$ cat config.mk
export PLATFORM = sky130hd
export DESIGN_NAME = serial_inc_arbiter
export DESIGN_NICKNAME = d
export VERILOG_FILES = /design/src/rtl/serial_inc_pkg.sv /design/src/rtl/serial_add1_bit.sv /design/src/rtl/serial_inc_arbiter.sv
export SDC_FILE = /design/constraint.sdc
export NUM_CORES = 1
export LEC_CHECK = 0
export ABC_AREA = 1
export CORE_ASPECT_RATIO = 0.6
export CORE_MARGIN = 2
export CORE_UTILIZATION = 27
export CTS_BUF_LIST = sky130_fd_sc_hd__clkbuf_8
export CTS_CLUSTER_DIAMETER = 60
export CTS_CLUSTER_SIZE = 16
export DETAILED_ROUTE_END_ITERATION = 10
export SKIP_CTS_REPAIR_TIMING = 1
export SLEW_MARGIN = 20
export SYNTH_ARGS = -nofsm -noshare
export SYNTH_HDL_FRONTEND = slang
export SYNTH_SLANG_ARGS = --single-unit
$ cat constraint.sdc
create_clock -name clk -period 1.15 [get_ports clk]
set_clock_uncertainty 0.05 [all_clocks]
set_input_delay 0.115 -clock clk [delete_from_list [all_inputs] [get_ports clk]]
set_output_delay 0.115 -clock clk [all_outputs]
set_load 0.1 [all_outputs]
$ cat src/rtl/serial_inc_pkg.sv
// Shared types for the serial incrementer arbiter: FSM states, owner id and
// the round-robin pick used when both requesters are valid.
package serial_inc_pkg;

  typedef enum logic [1:0] {
    IDLE  = 2'b00,
    SHIFT = 2'b01,
    RESP  = 2'b10
  } state_t;

  typedef logic owner_t;

  // prio names the requester favoured on a tie; a lone requester always wins.
  function automatic owner_t rr_pick(input logic [1:0] valid, input owner_t prio);
    if (valid == 2'b11) begin
      return prio;
    end else if (valid[1]) begin
      return 1'b1;
    end else begin
      return 1'b0;
    end
  endfunction

endpackage

$ cat src/rtl/serial_add1_bit.sv
// One-bit serial adder for +1: carry starts at 1 on start and ripples
// forward one operand bit per clock.
module serial_add1_bit
  import serial_inc_pkg::*;
(
  input  logic clk,
  input  logic reset,
  input  logic start,
  input  logic in_bit,
  output logic out_bit,
  output logic carry_out
);

  logic carry;

  always_ff @(posedge clk) begin
    if (reset || start) begin
      carry <= 1'b1;
    end else begin
      carry <= carry_out;
    end
  end

  assign out_bit   = in_bit ^ carry;
  assign carry_out = in_bit & carry;

endmodule

$ cat src/rtl/serial_inc_arbiter.sv
// Two requesters share one bit-serial +1 unit: round-robin grant, LSB-first
// shift for WIDTH cycles, then the response is held until its owner takes it.
module serial_inc_arbiter
  import serial_inc_pkg::*;
#(
  parameter int WIDTH = 4
) (
  input  logic             clk,
  input  logic             reset,
  input  logic [1:0]       req_valid,
  input  logic [WIDTH-1:0] req_data0,
  input  logic [WIDTH-1:0] req_data1,
  output logic [1:0]       req_ready,
  output logic [1:0]       rsp_valid,
  input  logic [1:0]       rsp_ready,
  output logic [WIDTH-1:0] rsp_data,
  output logic             rsp_ovf
);

  localparam int CNT_W = $clog2(WIDTH + 1);
  localparam logic [CNT_W-1:0] LAST_BIT = CNT_W'(WIDTH - 1);

  state_t           state;
  state_t           state_next;
  owner_t           owner;
  owner_t           grant_id;
  owner_t           prio;
  logic             accept;
  logic             last_bit;
  logic [CNT_W-1:0] bit_cnt;
  logic [WIDTH-1:0] op_sr;
  logic [WIDTH-1:0] res_sr;
  logic             ovf_q;
  logic             sum_bit;
  logic             carry_out;

  serial_add1_bit u_add1 (
    .clk       (clk),
    .reset     (reset),
    .start     (accept),
    .in_bit    (op_sr[0]),
    .out_bit   (sum_bit),
    .carry_out (carry_out)
  );

  always_comb begin
    state_next = state;
    accept     = 1'b0;
    req_ready  = 2'b00;
    rsp_valid  = 2'b00;
    grant_id   = rr_pick(req_valid, prio);
    last_bit   = (bit_cnt == LAST_BIT);
    case (state)
      IDLE: begin
        if (|req_valid) begin
          accept     = 1'b1;
          req_ready  = grant_id ? 2'b10 : 2'b01;
          state_next = SHIFT;
        end
      end
      SHIFT: begin
        if (last_bit) begin
          state_next = RESP;
        end
      end
      RESP: begin
        rsp_valid = owner ? 2'b10 : 2'b01;
        if (rsp_ready[owner]) begin
          state_next = IDLE;
        end
      end
      default: begin
        state_next = IDLE;
      end
    endcase
  end

  // Result bits enter at the MSB and walk down, so after WIDTH shifts the
  // first (least significant) sum bit sits in bit 0.
  always_ff @(posedge clk) begin
    if (reset) begin
      state   <= IDLE;
      owner   <= 1'b0;
      prio    <= 1'b0;
      bit_cnt <= '0;
      op_sr   <= '0;
      res_sr  <= '0;
      ovf_q   <= 1'b0;
    end else begin
      state <= state_next;
      if (accept) begin
        owner   <= grant_id;
        prio    <= ~grant_id;
        bit_cnt <= '0;
        op_sr   <= grant_id ? req_data1 : req_data0;
      end
      if (state == SHIFT) begin
        op_sr   <= op_sr >> 1;
        res_sr  <= {sum_bit, res_sr[WIDTH-1:1]};
        bit_cnt <= last_bit ? '0 : bit_cnt + CNT_W'(1);
        if (last_bit) begin
          ovf_q <= carry_out;
        end
      end
    end
  end

  assign rsp_data = res_sr;
  assign rsp_ovf  = ovf_q;

endmodule

**Word level (Yosys, flattened, before mapping)**

Index checks and enable logic that the tools add are counted.

- Eq/ne operators: 7
- Magnitude comparators: 1
- Multiplexer cells: 21
- Reduce and logical (&&, ||, !) cells: 7
- Add/sub/neg operators: 1
- Bitwise gates (word level): 3

Operator list:

| cell | number |
|---|---|
| 2-to-1 mux 2 bit | 8 |
| 2-to-1 mux 3 bit | 5 |
| 2-to-1 mux 1 bit | 6 |
| != test 2 bit, second input constant | 3 |
| case mux 2 bit (3 select lines) | 1 |
| equality test 2 bit, second input constant | 2 |
| 2-to-1 mux 4 bit | 1 |
| OR reduction 2 bit | 2 |
| adder 3 x 1 -> 3 bit, second input constant | 1 |
| equality test 3 x 2 -> 1 bit, second input constant | 1 |
| AND reduction 3 bit | 1 |
| equality test 2 x 1 -> 1 bit, second input constant | 1 |
| logical NOT 2 bit | 1 |
| < comparator 1 x 2 -> 1 bit, second input constant | 1 |
| AND reduction 2 bit | 1 |
| nonzero test 2 bit | 1 |
| AND 1 bit | 1 |
| logical OR 1 bit | 1 |
| inverter 1 bit | 1 |
| XOR 1 bit | 1 |

- Input bits: 14
- Register bits after elaboration: 17
- Output and inout port bits: 9

**Logic depth before layout (Yosys ltp)**

- Depth after elaboration: 5
- Depth in mapped cells: 8

**Cells and area by module**

A second synthesis with hierarchy kept.

- Cell total of the unflattened synthesis: 122
- Area, all modules: 853.3 um^2

Modules (own cells, without submodules):

| module | seq. area each (um^2) | instances | cells each | area each (um^2) |
|---|---|---|---|---|
| serial_inc_arbiter | 320.3 | 1 | 117 | 809.5 |
| serial_add1_bit | 20.0 | 1 | 5 | 43.8 |

**Worst setup path before layout**

Ideal clock, no wire load.

- Path type: register -> output
- From: register state[1]
- To: output rsp_valid[0]
- Cell stages (with the launch flop): 5
- Buffers on the path: 0
- Required time: 0.985 ns
- Arrival: 1.805 ns
- Path slack: -0.820 ns
- Cells stage by stage: dfxtp_1 > inv_2 > nor2_1 > inv_1 > nor2_1

- Cells in the longest elaborated chain, start to end: 2

Ends and longest elaborated chain:

| element | line | RTL |
|---|---|---|
| start: declaration | serial_inc_arbiter.sv:23 | `state_t state;` |
| start signal: assignment | serial_inc_arbiter.sv:90 | `state <= state_next;` |
| equality test 2 bit | serial_inc_arbiter.sv:53 | `case (state)` |
| 2-to-1 mux 2 bit | serial_inc_arbiter.sv:53 |  |
| end: declaration | serial_inc_arbiter.sv:14 | `output logic [1:0] rsp_valid,` |

Every way passes these cells.

**Worst setup path in the final report**

- From: register state[0]
- To: output req_ready[0]

- Cells in the longest elaborated chain, start to end: 2

Ends and longest elaborated chain:

| element | line | RTL |
|---|---|---|
| logical NOT 2 bit | serial_inc_arbiter.sv:53 |  |
| 2-to-1 mux 2 bit | serial_inc_arbiter.sv:53 |  |
| end: declaration | serial_inc_arbiter.sv:13 | `output logic [1:0] req_ready,` |

Every way passes these cells.

==> results.py <==
metrics = {
    "placement": {
        "gp_congestion": 0.791,
        "dpl.hpwl_um": 1580,
        "dpl_cell_area_um2": 1280,
        "portBuffers": 22,
    },
    "clocking": {
        "clockRootBuffer": "clkbuf_8",
        "cts_buffers": 3,
        "cts.sink_count": 17,
        "clk_pin_slew_worst_paths_ps": 60,
        "htreeDepth": 1,
        "clock_path_buffers": 2,
        "insertion_delay_ps": 250,
        "cts_tree": "done",
    },
    "worst_hold_path": {
        "hp-class": "primary input to register",
        "hp-start": "req_valid[0]",
        "min_to": "prio",
        "hold-path-cell-count": 5,
    },
    "synthesis": {
        "synth.area.top_cells": "dfxtp_1, nor2_1, nand2_1, nand3_1, a21oi_1",
        "synthesis.area_um2": 850,
        "async_flop_share_pct": 0,
        "netlist-cell-type-count": 18,
        "syn_area_per_cell_um2": 6.80,
        "synth-seq-area-share_pct": 40.1,
        "synth_cells": 125,
        "synth_common_cells": "nor2_1, nand2_1, dfxtp_1",
        "synth_nets": 141,
        "ys_ff_latch": 17,
        "ys.flop_type": "dfxtp_1",
        "synth_edf_count": 0,
        "yosys.area.top_type": "dfxtp_1",
        "synthDominantCellAreaShare_pct": 40.1,
        "yosysMostFrequentCell": "nor2_1",
        "ys_warn_count": 0,
    },
    "sta": {
        "setup_ws_ps": -179,
        "worst_slew_pin_slew_ps": 228,
        "totalNegativeSetupSlack_ps": -799,
        "holdWs_ps": 292,
        "setup_viol": 11,
        "slew_headroom_pct": 84.8,
        "fin_crit_sh_pct": 116,
        "maxClockFrequency_mhz": 752,
        "final_max_slew_viol_count": 0,
        "fin_crit_ps": 1330,
        "hold_viol": 0,
        "rsz0062_at_grt": "yes",
    },
    "critical_path": {
        "cp.required_ps": 990,
        "r2r_start": "state[0]",
        "r2r_slack_ps": -50,
        "critical_path_peak_fanout": 4,
        "crit_type": "register to output port",
        "startpoint_type": "register",
        "r2r_cells": 6,
        "crit_path_end_kind": "output port",
        "crit_arrival_ps": 1160,
        "worstSetupStartpoint": "state[0]",
        "crit-reg2reg-capture": "owner",
    },
    "route": {
        "drtPass1Iterations": 3,
        "post_drt_wl_per_cell_um": 10.5,
        "vias_per_cell": 4.32,
        "drt-total-wl_um": 2140,
        "drtAntennaViolNets": 0,
        "drt_iter0_drc": 42,
        "post-route-drc-count": 0,
        "vias": 876,
    },
    "power": {
        "ir_worst_vdd_uv": 420,
        "p_leak_nw": 0.632,
        "powerDensity_nw_per_um2": 1180,
        "power_mw": 1.71,
    },
    "status": {
        "status": "finished with violations",
        "violations": "negative setup slack",
    },
    "finish": {
        "utilization_pct": 49.7,
        "stdcell_area_um2": 1460,
        "nets": 178,
        "n_antenna_cell": 0,
        "drive_gt1_share_pct": 41.0,
        "syn2layout_area_growth_pct": 71.4,
    },
    "floorplan": {
        "die_area_um2": 3630,
        "rows": 15,
        "core_um2": 2930,
        "io_pins": 23,
        "die_w_um": 76.4,
        "start_util_pct": 29.0,
        "die_h_um": 47.5,
    },
    "global_route": {
        "overflow": 0,
        "grt_usage_pct": 11.9,
        "grt_pass1_wl_um": 3400,
        "grt_pass1_vias": 809,
        "antenna_found_initial": 0,
        "grt_max_degree": 12,
    },
    "job": {
        "maxCapViolations": 0,
    },
}
==> power breakdown <==
part           total (mW)  internal, mW  leakage [nW]  switching (mW)
clock               0.436         0.237        0.0269           0.199
sequential          0.684         0.638         0.144          0.0465
combinational       0.592         0.248         0.461           0.344
==> placed cells by master (no fill, tap or decap), types with 6 or more instances in the layout <==
| master | count |
|---|---|
| clkdlybuf4s50_1 | 11 |
| nor2_4 | 6 |
| buf_4 | 13 |
| nand2_1 | 21 |
| inv_1 | 9 |
| a21oi_1 | 8 |
| dfxtp_1 | 8 |
| nor2_1 | 21 |
| nand3_1 | 10 |
| buf_12 | 9 |
| dfxtp_2 | 7 |
==> routing by layer <==
layer | vias to the layer above | track usage [%] | share of wire (%)
li1 | 460 | - | -
met1 | 397 | 14.0 | 47
met2 | 19 | 20.9 | 48
met3 | 0 | 4.91 | 4.5
met4 | 0 | 4.00 | 0
met5 | - | 0 | 0
==> flip-flops by register name, indices dropped and copies added, names as in the netlist <==
name          flops
prio              1
rsp_data          4
rsp_ovf           1
owner             1
u_add1.carry      1
state             2
op_sr             4
bit_cnt           3
==> worst max-delay path by stage <==
stage,endpoint,slack [ps],depth (start not counted)
floorplan,rsp_valid[1],-90,4
global route,req_ready[0],-230,4
CTS,req_ready[1],-290,6
global placement,req_ready[1],-270,6
finish,req_ready[0],-180,4
detailed placement,req_ready[1],-290,6
==> critical path, cell delays in order (launching register included) <==
cell and delay [ps]:
dfxtp_4 380, nor2_4 180, nand2_2 90, clkinvlp_4 90, buf_12 160
==> final cells by class <==
cell class	count	area (um2)
fillers	286	1470
multi-input cells	88	505
repair buffers	36	424
flip-flops and latches	17	357
inverters	16	72.6
well taps	42	52.6
clock buffers	3	41.3
clock inverters	1	3.75
==> kinds of logic after synthesis <==
family,synth area share (%)
buf+inv,11.0
compound gates,10.9
simple gates,35.1
fa+ha+maj,2.95
flops,40.1
==> through the flow <==
stage,std cells,setup slack [ps]
floorplan,125,-85.9
global route,203,-226
detailed placement,193,-286
global placement,193,-267
finish,203,-179
CTS,197,-292
Power figures use the tool's default switching activity.
